**src/rtl/seq_det_pkg.sv**
```systemverilog
// Shared types and constants for the parameterised serial sequence detector.
package seq_det_pkg;

  // Legal range for the pattern length parameter.
  localparam int PAT_LEN_MIN = 2;
  localparam int PAT_LEN_MAX = 32;

  // Detector state; it mirrors the history fill level.
  //   EMPTY: no bits collected since the last clear
  //   FILL : partially collected
  //   ARMED: a full window of bits is available for comparison
  typedef enum logic [1:0] {
    EMPTY = 2'd0,
    FILL  = 2'd1,
    ARMED = 2'd2
  } state_e;

  // Map the fill level flags onto the state encoding.
  function automatic state_e fill_state(input logic is_empty, input logic is_full);
    if (is_empty) begin
      return EMPTY;
    end else if (is_full) begin
      return ARMED;
    end else begin
      return FILL;
    end
  endfunction

endpackage

```
**src/rtl/seq_det_sat_cnt.sv**
```systemverilog
// Saturating up-counter: counts inc pulses, holds at all ones, clears on rst or clr.
module seq_det_sat_cnt
  import seq_det_pkg::*;
#(
  parameter int CNT_W = 8
) (
  input  logic             clk,
  input  logic             rst,
  input  logic             clr,
  input  logic             inc,
  output logic [CNT_W-1:0] cnt
);

  logic [CNT_W-1:0] cnt_q;

  // Count up on inc, stick at the maximum value instead of wrapping.
  always_ff @(posedge clk) begin
    if (rst) begin
      cnt_q <= '0;
    end else if (clr) begin
      cnt_q <= '0;
    end else if (inc && (cnt_q != {CNT_W{1'b1}})) begin
      cnt_q <= cnt_q + {{(CNT_W-1){1'b0}}, 1'b1};
    end
  end

  assign cnt = cnt_q;

endmodule

```
**src/rtl/seq_det_param.sv**
```systemverilog
// Parameterised serial sequence detector with configurable pattern and
// overlap mode. Define SEQ_DET_COUNT_EN to add the saturating match_count
// output and its counter; without it the port and logic are absent and dout
// behaves identically.
//
// Handshake: din is accepted on a rising edge only when din_valid is high and
// cfg_load is low; cfg_load wins over din_valid, and rst wins over both.
module seq_det_param
  import seq_det_pkg::*;
#(
  parameter int PAT_LEN = 3,
  parameter int CNT_W   = 8
) (
  input  logic               clk,
  input  logic               rst,
  input  logic               din_valid,
  input  logic               din,
  input  logic               cfg_load,
  input  logic [PAT_LEN-1:0] cfg_pattern,
  input  logic               cfg_overlap,
  output logic               dout
`ifdef SEQ_DET_COUNT_EN
  ,
  output logic [CNT_W-1:0]   match_count
`endif
);

  localparam int FILL_W = $clog2(PAT_LEN + 1);
  localparam logic [FILL_W-1:0] FILL_FULL = FILL_W'(PAT_LEN);
  localparam logic [FILL_W-1:0] FILL_ONE  = FILL_W'(1);

  // Reject out-of-range parameters at elaboration time.
  if (PAT_LEN < PAT_LEN_MIN || PAT_LEN > PAT_LEN_MAX) begin : g_bad_pat_len
    $error("seq_det_param: PAT_LEN out of range");
  end
  if (CNT_W < 1 || CNT_W > 32) begin : g_bad_cnt_w
    $error("seq_det_param: CNT_W out of range");
  end

  logic [PAT_LEN-1:0] hist_q;
  logic [PAT_LEN-1:0] pat_q;
  logic [FILL_W-1:0]  fill_q;
  logic               ovl_q;
  logic               dout_q;
  state_e             state_q;

  logic               accept;
  logic [PAT_LEN-1:0] hist_d;
  logic [FILL_W-1:0]  fill_d;
  logic               match;

  // Post-shift history and fill for the bit presented this cycle.
  always_comb begin
    accept = din_valid & ~cfg_load;
    hist_d = {hist_q[PAT_LEN-2:0], din};
    fill_d = (fill_q == FILL_FULL) ? fill_q : (fill_q + FILL_ONE);
    match  = accept && (fill_d == FILL_FULL) && (hist_d == pat_q);
  end

  // Detector FSM: history, fill level, state, config and registered pulse.
  always_ff @(posedge clk) begin
    if (rst) begin
      hist_q  <= '0;
      fill_q  <= '0;
      state_q <= EMPTY;
      pat_q   <= '1;
      ovl_q   <= 1'b1;
      dout_q  <= 1'b0;
    end else if (cfg_load) begin
      // A same-cycle din bit is dropped on purpose.
      hist_q  <= '0;
      fill_q  <= '0;
      state_q <= EMPTY;
      pat_q   <= cfg_pattern;
      ovl_q   <= cfg_overlap;
      dout_q  <= 1'b0;
    end else if (din_valid) begin
      hist_q <= hist_d;
      dout_q <= match;
      if (match && !ovl_q) begin
        // Non-overlapping: the next match needs a full set of fresh bits.
        fill_q  <= '0;
        state_q <= EMPTY;
      end else begin
        fill_q  <= fill_d;
        state_q <= fill_state(1'b0, fill_d == FILL_FULL);
      end
    end else begin
      dout_q <= 1'b0;
    end
  end

  assign dout = dout_q;

`ifdef SEQ_DET_COUNT_EN
  // Match total; cleared by reset or a configuration load.
  seq_det_sat_cnt #(
    .CNT_W (CNT_W)
  ) u_sat_cnt (
    .clk (clk),
    .rst (rst),
    .clr (cfg_load),
    .inc (match),
    .cnt (match_count)
  );
`endif

endmodule

```
**config.mk**
```make
export PLATFORM = sky130hd
export DESIGN_NAME = seq_det_param
export DESIGN_NICKNAME = d
export VERILOG_FILES = /design/src/rtl/seq_det_pkg.sv /design/src/rtl/seq_det_sat_cnt.sv /design/src/rtl/seq_det_param.sv
export SDC_FILE = /design/constraint.sdc
export NUM_CORES = 1
export LEC_CHECK = 0
export BUFFER_PORTS_ARGS = -buffer_cell sky130_fd_sc_hd__buf_2
export CORE_AREA = 2 2 39 41
export CTS_BUF_LIST = sky130_fd_sc_hd__clkbuf_4 sky130_fd_sc_hd__clkbuf_8
export DETAILED_ROUTE_END_ITERATION = 8
export DIE_AREA = 0 0 41 43
export PLACE_DENSITY = 0.53
export SYNTH_ARGS = -nofsm -noshare
export SYNTH_HDL_FRONTEND = slang
export SYNTH_SLANG_ARGS = --single-unit
```
**constraint.sdc**
```tcl
create_clock -name clk -period 3.5 [get_ports clk]
set_clock_uncertainty 0.2 [all_clocks]
set_input_delay 0 -clock clk [delete_from_list [all_inputs] [get_ports clk]]
set_output_delay 0 -clock clk [all_outputs]
set_load 0.01 [all_outputs]
```
# == Yosys cells after proc, flatten, opt, wreduce, memory -nomap -nowiden ==
# Cells that the tools add are included.
# Widths: inputs -> output; s select.
# totals
mem_count,0
latchBits,0
output_inout_bits,1
ram_bits,0
word_cells,20
input_bits,9
mem_bits_ro,0
reg_bits,9
# op_classes
multipliers,0
bitwise,3
eq_ne,3
n_shift,0
div_mod_pow,0
reduce_logical,6
n_addsub,1
muxes,2
n_lt_le_gt_ge,0
# ops
op,n
$eq 2x2->1 const B,2
$mux 2,2
$eq 3x3->1,1
$logic_and 1x1->1,3
$reduce_or 3->1,1
$add 2x1->2 const B,1
$not 1->1,2
$reduce_or 2->1,1
$and 1x1->1,1
$logic_not 1->1,1

# == Logic depth before layout (Yosys ltp) ==
# Gate-level depths: netlist of the first run.
# depth
word_depth,7
depth_mapped,4
mapped_depth_nobuf,3

# == Worst setup path after synthesis of the first run ==
# OpenSTA, ideal clock, no wires.
# synth_timing
path_type,flip-flop to flip-flop
startpoint,register pat_q[1]
endpoint,register fill_q[0]
arrival_ns,0.859
setup_ns,0.130
n_path_buf,0
path_slack_ns,2.311
path_stages_with_launch,4
t_required_ns,3.170
path_cell_list,dfxtp_1 -> xor2_1 -> nor4_1 -> nor4_1
# synth_via
elab_chain_len,4
# synth_rtl
item,line_no,rtl
start: declaration,seq_det_param.sv:41,logic [PAT_LEN-1:0] pat_q;
start signal: assignment,seq_det_param.sv:74,pat_q <= cfg_pattern;
$eq 3x3->1,seq_det_param.sv:57,match = accept && (fill_d == FILL_FULL) && (hist_d == pat_q);
$logic_and 1x1->1,seq_det_param.sv:57,
$logic_and 1x1->1,seq_det_param.sv:80,if (match && !ovl_q) begin
$mux 2,seq_det_param.sv:80,
end signal: assignment,seq_det_param.sv:85,fill_q <= fill_d;
end: declaration,seq_det_param.sv:42,logic [FILL_W-1:0] fill_q;
# No other way between the ends.
# A chain may end at the register's enable or synchronous reset.

==> results of run 1 <==
cell usage in the layout, fill, tap and decap left out:
cell type	synthesis	layout
clkbuf_4	0	4
nor2b_1	4	4
a211o_1	4	4
dlygate4sd3_1	0	16
nor4_1	4	4
mux2i_1	2	2
xor2_1	3	3
o21ai_0	1	1
nand3b_1	1	1
nand4bb_1	2	2
dfxtp_1	9	9
a21oi_1	1	1
nor3_1	2	2
buf_2	3	9
through the flow:
step / hold slack, ps / setup WS, ps / instance area [um^2] / instances
3_5_place_dp: 8.14 / 2210 / 427 / 58
3_3_place_gp: 6.75 / 2250 / 427 / 58
5_1_grt: 353 / 1350 / 617 / 78
6_report: 317 / 1410 / 617 / 78
2_1_floorplan: -82.1 / 2310 / 377 / 36
4_1_cts: 321 / 1430 / 617 / 78
cells by family (layout without fill, tap and decap cells):
kind of cell / after synthesis / in the layout / share of synthesized area [%]
simple gates: 13 / 13 / 23.9
mux: 2 / 2 / 5.32
flops: 9 / 9 / 47.8
buf+inv: 3 / 29 / 3.99
compound gates: 6 / 6 / 12.0
xor+xnor: 3 / 3 / 6.98
layout make-up:
type	instances	area, um^2	area share (%)
Tap cell	16	20.0	3.25
Sequential cell	9	180	29.2
Multi-Input combinational cell	24	181	29.4
Clock buffer	4	30.0	4.87
Timing Repair Buffer	25	205	33.3
registers in the layout, summed over array words and instances, names as in the netlist:
name / count
dout: 1
fill_q: 2
pat_q: 3
hist_q: 2
ovl_q: 1
worst max-delay path: cells and delay by family:
| family | cells | cell delay, ps |
|---|---|---|
| AND/OR/NAND/NOR | 1 | 40 |
| multiplexers | 1 | 180 |
| buffers and inverters | 4 | 1820 |
synthesized netlist by cell type, drive strengths merged:
master,instances,share of area [%]
a211o,4,9.3
a21oi,1,1.3
buf,3,4.0
dfxtp,9,48
mux2i,2,5.3
nand3b,1,2.0
nand4bb,2,6.0
nor2b,4,6.6
nor3,2,2.7
nor4,4,6.6
o21ai,1,1.3
xor2,3,7.0
how the worst max path moves through the flow:
stage / end / slack [ps] / start
after global placement: fill_q[1] / 2250 / pat_q[1]
after global routing: hist_q[0] / 1350 / din_valid
after detailed placement: fill_q[1] / 2210 / pat_q[1]
after floorplan: fill_q[0] / 2310 / pat_q[1]
final: hist_q[0] / 1410 / din_valid
after CTS: hist_q[0] / 1430 / din_valid
metal layers:
metal  GRT usage (%)  share of wire [%]
met1            14.0                 46
met2            16.6                 47
met3            7.85                6.3
met4            4.00                  0
met5               0                  0
where the power goes:
| group | switching [mW] | internal, mW | leakage (nW) |
|---|---|---|---|
| combinational | 0.0123 | 0.0225 | 0.158 |
| clock | 0.0359 | 0.0517 | 0.0184 |
| sequential | 0.00265 | 0.107 | 0.0740 |
timing repair:
item | CTS | global route
setup buffers | 0 | 0
hold buffers | 16 | 0
hold endpoints to repair | 9 | 0
==> qor.csv, run 1 <==
stage;metric;value;unit
status;status;completed;
power;vdd_drop_max;0.000274;V
global_route;grt_pass1_wl;1330;um
global_route;grt_usage;11.8;%
cts;cts_tree;yes;
hold_path;worstHoldStart;fill_q[1];
worst_setup_path;reg2reg_to;hist_q[0];
worst_setup_path;crit_chain;dlygate4sd3_1, buf_2, mux2i_1, dlygate4sd3_1, nor3_1, dlygate4sd3_1;
worst_setup_path;slowest_delay;560;ps
sta;setup_viol;0;
synthesis;syn_area;377;um^2
synthesis;avgSynthCellArea;10.5;um^2
cells_and_area;antenna_cells;0;
power;leakagePower;0.250;nW
sta;timing.final.crit_share;59.8;%
power;power-per-cell-area;376;nW/um^2
cts;h-tree-depth;1;
run;drv_cap;0;
routing;drtPass1Iterations;3;
worst_setup_path;path_class;in -> reg;
sta;worstMarginPinSlew;358;ps
floorplan;die_y;43;um
synthesis;post_synth_inst_count;36;
sta;rsz0062_at_grt;no;
cts;cts_buffers;3;
global_route;grt_overflow_total;0;
worst_setup_path;r2r_slack;1560;ps
sta;relSlewSlack;75.9;%
cts;cts_resized;0;
worst_setup_path;cpMaxStageDelayCell;dlygate4sd3_1;
sta;hold_violations;0;
worst_setup_path;startpoint_type;input pin;
cells_and_area;areaGrowthSynthToFinish;63.8;%
worst_setup_path;crit_required;3450;ps
cts;cts_root_buffer;clkbuf_4;
cells_and_area;final_core_util;44.6;%
routing;drc;0;
synthesis;synth_nets;45;
worst_setup_path;crit_path_end_kind;flop;
cts;clk_pin_slew;60;ps
worst_setup_path;r2r-start;hist_q[0];
worst_setup_path;crit_arrival;2040;ps
worst_setup_path;path_max_fanout;7;
floorplan;ios;10;
cts;clk_latency;260;ps
floorplan;die_x;41;um
cells_and_area;nets;72;
routing;antenna_left;0;
synthesis;yosys.cell_types.count;12;
hold_path;hold_path_class;reg -> reg;
cells_and_area;n_fill_cell;134;
cts;clock-sinks;9;
worst_setup_path;worst_path_most_repeated_cell;dlygate4sd3_1;
hold_path;min_to;dout;
worst_setup_path;reg2reg_depth;4;
floorplan;die_area;1760;um^2
placed_design;portBuffers;9;
routing;num_vias;366;
cts;clockBufferDepth;2;
floorplan;rows;14;
placed_design;gp_congestion;0.618;
global_route;grt_pass1_vias;310;
sta;tns;0;ps
global_route;grt_start_max_net_pins;15;
floorplan;design.core.area;1380;um^2
global_route;antenna_found_initial;0;
sta;final_max_slew_viol_count;0;
synthesis;yosysSeqAreaShare;47.8;%
routing;wl_per_cell;10.0;um
synthesis;yosysWarnings;0;
hold_path;hold_depth;2;
synthesis;synth_seq_cells;9;
floorplan;start_util;27.2;%
routing;first_iter_violations;4;
cells_and_area;layout-drive-gt1-share;21.0;%
routing;routed_wl;780;um
routing;vias_per_cell;4.69;
sta;max_freq;0.478;GHz
power;finalPower;0.232;mW
sta;finalCriticalPeriod;2090;ps
Power figures use the tool's default switching activity.
==> inputs of run 2 (changes only) <==
--- a/config.mk
+++ b/config.mk
@@ -10,7 +10,7 @@
 export CTS_BUF_LIST = sky130_fd_sc_hd__clkbuf_4 sky130_fd_sc_hd__clkbuf_8
 export DETAILED_ROUTE_END_ITERATION = 8
 export DIE_AREA = 0 0 41 43
-export PLACE_DENSITY = 0.53
+export PLACE_DENSITY = 0.55
 export SYNTH_ARGS = -nofsm -noshare
 export SYNTH_HDL_FRONTEND = slang
 export SYNTH_SLANG_ARGS = --single-unit
==> constraint.sdc (replaced) <==
create_clock -name clk -period 1.9 [get_ports clk]
set_clock_uncertainty 0.2 [all_clocks]
set_input_delay 0 -clock clk [delete_from_list [all_inputs] [get_ports clk]]
set_output_delay 0 -clock clk [all_outputs]
set_load 0.01 [all_outputs]
==> run 2 against run 1 <==
Sequential power grew 84%. Design area grew 1.6%. Total power grew 86%. Critical path type unchanged. Critical endpoint is now fill_q[0].
==> qor.csv, run 2 (synthesized netlist as in run 1, its figures left out) <==
stage;metric;value;unit;change
cells_and_area;layout-drive-gt1-share;24.2;%;was 21.0%
sta;layout_setup_ws;54.0;ps;was 1410 ps
power;vdd_drop_max;0.000386;V;was 0.000274 V
floorplan;start_util;27.2;%;unchanged
sta;setup_viol;0;;unchanged
placed_design;dp_worst_setup_slack;637;ps;was 2210 ps
routing;routed_wl;804;um;was 780 um
cells_and_area;largest_reg_flops;3;;unchanged
worst_setup_path;crit_chain;dlygate4sd3_1, buf_6, nand4bb_1, nor4_2, nor4_1, dlygate4sd3_1;;was dlygate4sd3_1, buf_2, mux2i_1, dlygate4sd3_1, nor3_1, dlygate4sd3_1
global_route;grt_usage;12.2;%;was 11.8%
cts;cts_buffers;3;;unchanged
cells_and_area;largestRegisters;pat_q: 3 flops, fill_q: 2 flops, hist_q: 2 flops;;unchanged
worst_setup_path;crit_arrival;1800;ps;was 2040 ps
sta;final_max_slew_viol_count;0;;unchanged
worst_setup_path;cpMaxStageDelayCell;dlygate4sd3_1;;unchanged
power;switching_share;22.2;%;was 21.9%
routing;wl_per_cell;10.3;um;was 10.0 um
status;status;completed;;unchanged
power;finalPower;0.432;mW;was 0.232 mW
cells_and_area;areaGrowthSynthToFinish;66.4;%;was 63.8%
floorplan;die_x;41;um;unchanged
hold_path;hold_path_class;reg -> reg;;unchanged
cts;cts_tree;yes;;unchanged
routing;antenna_left;0;;unchanged
worst_setup_path;startpoint_type;input pin;;unchanged
power;power_frac_clock;37.5;%;was 37.8%
global_route;grt_pass1_vias;370;;was 310
cells_and_area;final_core_util;45.3;%;was 44.6%
power;power-per-cell-area;689;nW/um^2;was 376 nW/um^2
cts;cts_root_buffer;clkbuf_4;;unchanged
worst_setup_path;slowest_delay;560;ps;about the same
run;drv_cap;0;;unchanged
cells_and_area;fin_cells;78;;unchanged
placed_design;portBuffers;9;;unchanged
routing;first_iter_violations;8;;was 4
power;leakagePower;0.250;nW;about the same
cells_and_area;final_common_cell;dlygate4sd3_1;;unchanged
cells_and_area;antenna_cells;0;;unchanged
sta;max_freq;0.542;GHz;
sta;rsz0062_at_grt;no;;unchanged
cts;clk_pin_slew;60;ps;about the same
power;p_sw;0.0959;mW;was 0.0509 mW
global_route;grt_overflow_total;0;;unchanged
placed_design;gp_congestion;0.671;;was 0.618
cells_and_area;final_cell_mix;dlygate4sd3_1 (15), dfxtp_1 (9), buf_2 (8);;was dlygate4sd3_1 (16), dfxtp_1 (9), buf_2 (9)
floorplan;die_area;1760;um^2;unchanged
sta;relSlewSlack;82.6;%;was 75.9%
sta;finalCriticalPeriod;1850;ps;
worst_setup_path;crit_required;1850;ps;was 3450 ps
worst_setup_path;path_class;in -> reg;;unchanged
worst_setup_path;crit_path_end_kind;flop;;unchanged
global_route;antenna_found_initial;0;;unchanged
global_route;grt_pass1_wl;1380;um;was 1330 um
cells_and_area;largest_register;pat_q;;unchanged
floorplan;ios;10;;unchanged
routing;drc;0;;unchanged
worst_setup_path;cp_num_buf_inv;3;;was 4
cells_and_area;nets;72;;unchanged
floorplan;die_y;43;um;unchanged
cts;clock-sinks;9;;unchanged
routing;drtPass1Iterations;2;;was 3
floorplan;design.core.area;1380;um^2;unchanged
sta;tns;0;ps;unchanged
sta;timing.final.crit_share;97.2;%;
routing;num_vias;372;;was 366
sta;hold_violations;0;;unchanged
power;p_int;0.336;mW;was 0.181 mW
power;power_frac_comb;15.8;%;was 15.0%
worst_setup_path;crit_family;buffers and inverters;;unchanged
cts;h-tree-depth;1;;unchanged
routing;vias_per_cell;4.77;;was 4.69
cts;clk_latency;260;ps;about the same
worst_setup_path;worst_path_most_repeated_cell;dlygate4sd3_1;;unchanged
floorplan;rows;14;;unchanged
cts;clockBufferDepth;2;;unchanged
sta;worstMarginPinSlew;259;ps;was 358 ps
worst_setup_path;path_max_fanout;6;;was 7
placed_design;place_hpwl;461;um;
cells_and_area;n_fill_cell;137;;was 134
global_route;grt_start_max_net_pins;15;;unchanged
power;p_seq_share;46.7;%;was 47.2%
placed_design;dp.cells;58;;unchanged
run 2: layer usage:
| layer | global-route usage, % | share of wire [%] | vias to the layer above |
|---|---|---|---|
| li1 | - | - | 185 |
| met3 | 7.85 | 6.1 | 2 |
| met2 | 17.8 | 48 | 9 |
| met5 | 0 | 0 | - |
| met4 | 8.00 | 1.9 | 0 |
| met1 | 12.0 | 44 | 176 |
run 2: repair_timing:
action                                  in CTS  in global routing
resized for setup                            0                  4
endpoints found under the setup margin       0                  2
hold endpoints to repair                     9                  0
buffers inserted                             0                  1
hold buffers                                15                  0
run 2: area by class of cell:
cell class | count | area (um^2) | area share [%]
repair buffers | 25 | 209 | 33.3
flip-flops and latches | 9 | 180 | 28.7
well taps | 16 | 20.0 | 3.19
multi-input cells | 24 | 188 | 29.9
clock buffers | 4 | 30.0 | 4.79
run 2: final timing paths:
path / start / endpoint / slack [ps] / cells past startpoint
min: fill_q[1] / dout / 310 / 2
max reg2reg: pat_q[1] / fill_q[0] / 120 / 4
max: cfg_load / fill_q[0] / 50 / 6
min reg2reg: fill_q[1] / dout / 310 / 2
run 2: power by group through the flow:
stage               combinational (mW)  clock [mW]  sequential [mW]
floorplan                       0.0277           0            0.205
global placement                0.0382           0            0.206
detailed placement              0.0388           0            0.206
CTS                             0.0633       0.167            0.202
global route                    0.0743       0.181            0.203
finish                          0.0680       0.162            0.202
run 2: worst min-delay path, cell delays in order, from the launching register on:
cell	delay [ps]
dfxtp_1	330
nand4bb_1	100
nor4_1	40
run 2: per-stage QoR:
stage / instance area, um^2 / hold WS [ps]
floorplan: 377 / -82.1
global placement: 427 / 4.34
detailed placement: 427 / 11.6
CTS: 607 / 322
global route: 627 / 340
finish: 627 / 311
==> inputs of run 3 (changes only) <==
--- a/config.mk
+++ b/config.mk
@@ -5,12 +5,13 @@
 export SDC_FILE = /design/constraint.sdc
 export NUM_CORES = 1
 export LEC_CHECK = 0
+export ABC_AREA = 1
 export BUFFER_PORTS_ARGS = -buffer_cell sky130_fd_sc_hd__buf_2
 export CORE_AREA = 2 2 39 41
 export CTS_BUF_LIST = sky130_fd_sc_hd__clkbuf_4 sky130_fd_sc_hd__clkbuf_8
 export DETAILED_ROUTE_END_ITERATION = 8
 export DIE_AREA = 0 0 41 43
-export PLACE_DENSITY = 0.55
+export PLACE_DENSITY = 0.57
 export SYNTH_ARGS = -nofsm -noshare
 export SYNTH_HDL_FRONTEND = slang
 export SYNTH_SLANG_ARGS = --single-unit
==> run 3 against run 2 <==
Critical path depth stayed put. Final cell count grew 27%. Setup slack improved by 230 ps. Area after synthesis up 7.0%. Total power grew 0.12%. Largest power group unchanged. Highest routed layer unchanged.
==> qor.csv, run 3 <==
stage;metric;value;unit;change
status;status;completed;;unchanged
cts;clockBufferDepth;2;;unchanged
routing;vias_per_cell;4.12;;was 4.77
synthesis;yosys.cell_types.count;12;;unchanged
sta;relSlewSlack;86.1;%;was 82.6%
synthesis;yosys-top-cells-count;nand2_1 (13), inv_1 (11), dfxtp_1 (9), o21ai_0 (8), a21oi_1 (6);;was dfxtp_1 (9), a211o_1 (4), nor2b_1 (4), nor4_1 (4)
cts;clk_pin_slew;70;ps;was 60 ps
routing;drtPass1Iterations;2;;unchanged
sta;finalCriticalPeriod;1610;ps;was 1850 ps
worst_setup_path;crit_family;buffers and inverters;;unchanged
cells_and_area;antenna_cells;0;;unchanged
cts;clock-sinks;9;;unchanged
global_route;grt_pass1_wl;1450;um;was 1380 um
sta;hold_violations;0;;unchanged
floorplan;die_area;1760;um^2;unchanged
floorplan;rows;14;;unchanged
cells_and_area;final_cell_mix;dlygate4sd3_1 (14), nand2_1 (13), inv_1 (11), dfxtp_1 (9), buf_2 (9);;was dlygate4sd3_1 (15), dfxtp_1 (9), buf_2 (8)
run;drv_cap;0;;unchanged
synthesis;yosysSeqAreaShare;44.7;%;was 47.8%
cells_and_area;multi_input_area;166;um^2;was 188 um^2
floorplan;die_x;41;um;unchanged
sta;final_max_slew_viol_count;0;;unchanged
cts;cts_tree;yes;;unchanged
synthesis;syn_area;403;um^2;was 377 um^2
cells_and_area;final_common_cell;dlygate4sd3_1;;unchanged
floorplan;design.core.area;1380;um^2;unchanged
routing;wl_per_cell;8.55;um;was 10.3 um
synthesis;yosysWarnings;0;;unchanged
sta;setup_viol;0;;unchanged
worst_setup_path;crit_arrival;1620;ps;was 1800 ps
synthesis;yosysTopAreaCell;dfxtp_1;;unchanged
worst_setup_path;slowest_delay;550;ps;was 560 ps
cells_and_area;largest_register;pat_q;;unchanged
global_route;grt_overflow_total;0;;unchanged
worst_setup_path;crit_required;1910;ps;was 1850 ps
routing;num_vias;408;;was 372
worst_setup_path;path_class;in -> reg;;unchanged
routing;antenna_left;0;;unchanged
floorplan;ios;10;;unchanged
cells_and_area;areaGrowthSynthToFinish;55.6;%;was 66.4%
power;power_frac_comb;14.2;%;was 15.8%
sta;tns;0;ps;unchanged
power;p_sw;0.104;mW;was 0.0959 mW
synthesis;avgSynthCellArea;7.07;um^2;was 10.5 um^2
cts;h-tree-depth;1;;unchanged
cts;cts_setup_buffers;0;;unchanged
cells_and_area;largest_reg_flops;3;;unchanged
placed_design;gp_congestion;0.682;;was 0.671
sta;worstMarginPinSlew;208;ps;was 259 ps
global_route;grt_pass1_vias;378;;was 370
synthesis;yosysMostFrequentCell;nand2_1;;was dfxtp_1
sta;timing.final.crit_share;85.0;%;was 97.2%
placed_design;portBuffers;9;;unchanged
floorplan;die_y;43;um;unchanged
cts;cts_buffers;3;;unchanged
worst_setup_path;startpoint_type;input pin;;unchanged
power;switching_share;24.1;%;was 22.2%
sta;rsz0062_at_grt;no;;unchanged
floorplan;start_util;29.1;%;was 27.2%
synthesis;synth_seq_cells;9;;unchanged
routing;first_iter_violations;6;;was 8
power;vdd_drop_max;0.000300;V;was 0.000386 V
routing;drc;0;;unchanged
global_route;antenna_found_initial;0;;unchanged
synthesis;post_synth_inst_count;57;;was 36
power;leakagePower;0.338;nW;was 0.250 nW
worst_setup_path;cpMaxStageDelayCell;dlygate4sd3_1;;unchanged
power;p_int;0.328;mW;was 0.336 mW
cells_and_area;largestRegisters;pat_q: 3 flops, fill_q: 2 flops, hist_q: 2 flops;;unchanged
sta;max_freq;0.619;GHz;was 0.542 GHz
cells_and_area;n_fill_cell;146;;was 137
synthesis;synth_flop_cell;dfxtp_1;;unchanged
routing;routed_wl;846;um;was 804 um
cts;clk_latency;260;ps;about the same
synthesis;synth.top_cell.area_share;44.7;%;was 47.8%
global_route;grt_start_max_net_pins;11;;was 15
hold_path;hold_path_class;reg -> reg;;unchanged
worst_setup_path;path_max_fanout;10;;was 6
cells_and_area;final-seq-area;180;um^2;unchanged
cells_and_area;nets;93;;was 72
power;p_seq_share;46.7;%;about the same
cells_and_area;layout-drive-gt1-share;20.5;%;was 24.2%
synthesis;synth_nets;66;;was 45
power;power-per-cell-area;689;nW/um^2;about the same
worst_setup_path;cp_num_buf_inv;3;;unchanged
worst_setup_path;crit_path_end_kind;flop;;unchanged
synthesis;synthTopCellsByArea;dfxtp_1 (45%), nand2_1 (12%), inv_1 (10%), o21ai_0 (9.9%), a21oi_1 (7.5%);;was dfxtp_1 (48%), a211o_1 (9.3%), xor2_1 (7.0%), nor2b_1 (6.6%), nor4_1 (6.6%)
global_route;grt_usage;12.9;%;was 12.2%
cts;cts_root_buffer;clkbuf_4;;unchanged
power;power_frac_clock;39.1;%;was 37.5%
worst_setup_path;worst_path_most_repeated_cell;dlygate4sd3_1;;unchanged
worst_setup_path;crit_chain;dlygate4sd3_1, buf_2, nor2_4, o21ai_0, a21oi_1, dlygate4sd3_1;;was dlygate4sd3_1, buf_6, nand4bb_1, nor4_2, nor4_1, dlygate4sd3_1
placed_design;place_hpwl;545;um;was 461 um
synthesis;synth_edf_count;0;;unchanged
synthesis;async_reset_ff_share;0;%;unchanged
cells_and_area;final_core_util;45.3;%;unchanged
-- run 3: changes by cell type in the layout (fill, tap and decap cells not counted), sizes merged, moves of 3 or more --
cell,before,now
a21oi,1,6
nor2,0,6
nor2b,4,0
inv,0,12
nand2,0,13
a211o,4,0
o21ai,1,8
nor4,4,0
xor2,3,0
-- run 3: logic make-up (layout without fill, tap and decap cells) --
family | count (synthesis) | after routing | synth area share, %
compound gates | 14 | 14 | 17.4
buf+inv | 13 | 39 | 14.0
flops | 9 | 9 | 44.7
simple gates | 21 | 21 | 23.9
-- run 3: area by class of cell --
type / count / area share [%]
sequential: 9 / 28.7
inverter: 12 / 7.19
multi-input combinational: 35 / 26.5
clock buffer: 4 / 4.79
timing repair buffer: 23 / 29.5
tap: 16 / 3.19
-- run 3: final timing paths --
check	slack, ps	depth (start not counted)	to	startpoint
worst max register to register	480	3	hist_q[1]	hist_q[1]
worst min-delay path	270	2	ovl_q	ovl_q
worst max-delay path	290	6	hist_q[1]	cfg_load
worst min register to register	270	2	ovl_q	ovl_q
-- run 3: per-layer routing --
metal	track usage, %	routed length [um]
met1	14.2	411
met2	17.8	373
met3	4.71	39
met4	12.0	21
met5	0	0
-- run 3: per-stage QoR --
stage | power, mW | std cells | area, um^2 | hold slack, ps | setup WS, ps
floorplan | 0.231 | 57 | 403 | -128 | 849
global placement | 0.245 | 81 | 457 | 12.5 | 783
detailed placement | 0.245 | 81 | 457 | 16.0 | 771
CTS | 0.437 | 99 | 627 | 270 | 292
global route | 0.456 | 99 | 627 | 303 | 195
finish | 0.432 | 99 | 627 | 266 | 285
-- run 3: repair_timing --
action,4_1_cts,5_1_grt
gates resized for setup,0,0
hold endpoints to repair,9,0
hold buffers,14,0
-- run 3: worst reg2reg max path, delay by kind of cell, from the launching register on --
family / cells / cell delay, ps
buffers and inverters: 1 / 550
flip-flops: 1 / 330
AO/OA/AOI/OAI: 2 / 230
-- run 3: power by group through the flow --
stage / combinational (mW) / clock [mW] / sequential (mW)
CTS: 0.0617 / 0.173 / 0.202
finish: 0.0614 / 0.169 / 0.202
global placement: 0.0388 / 0 / 0.206
global route: 0.0697 / 0.183 / 0.203
detailed placement: 0.0390 / 0 / 0.206
floorplan: 0.0256 / 0 / 0.205
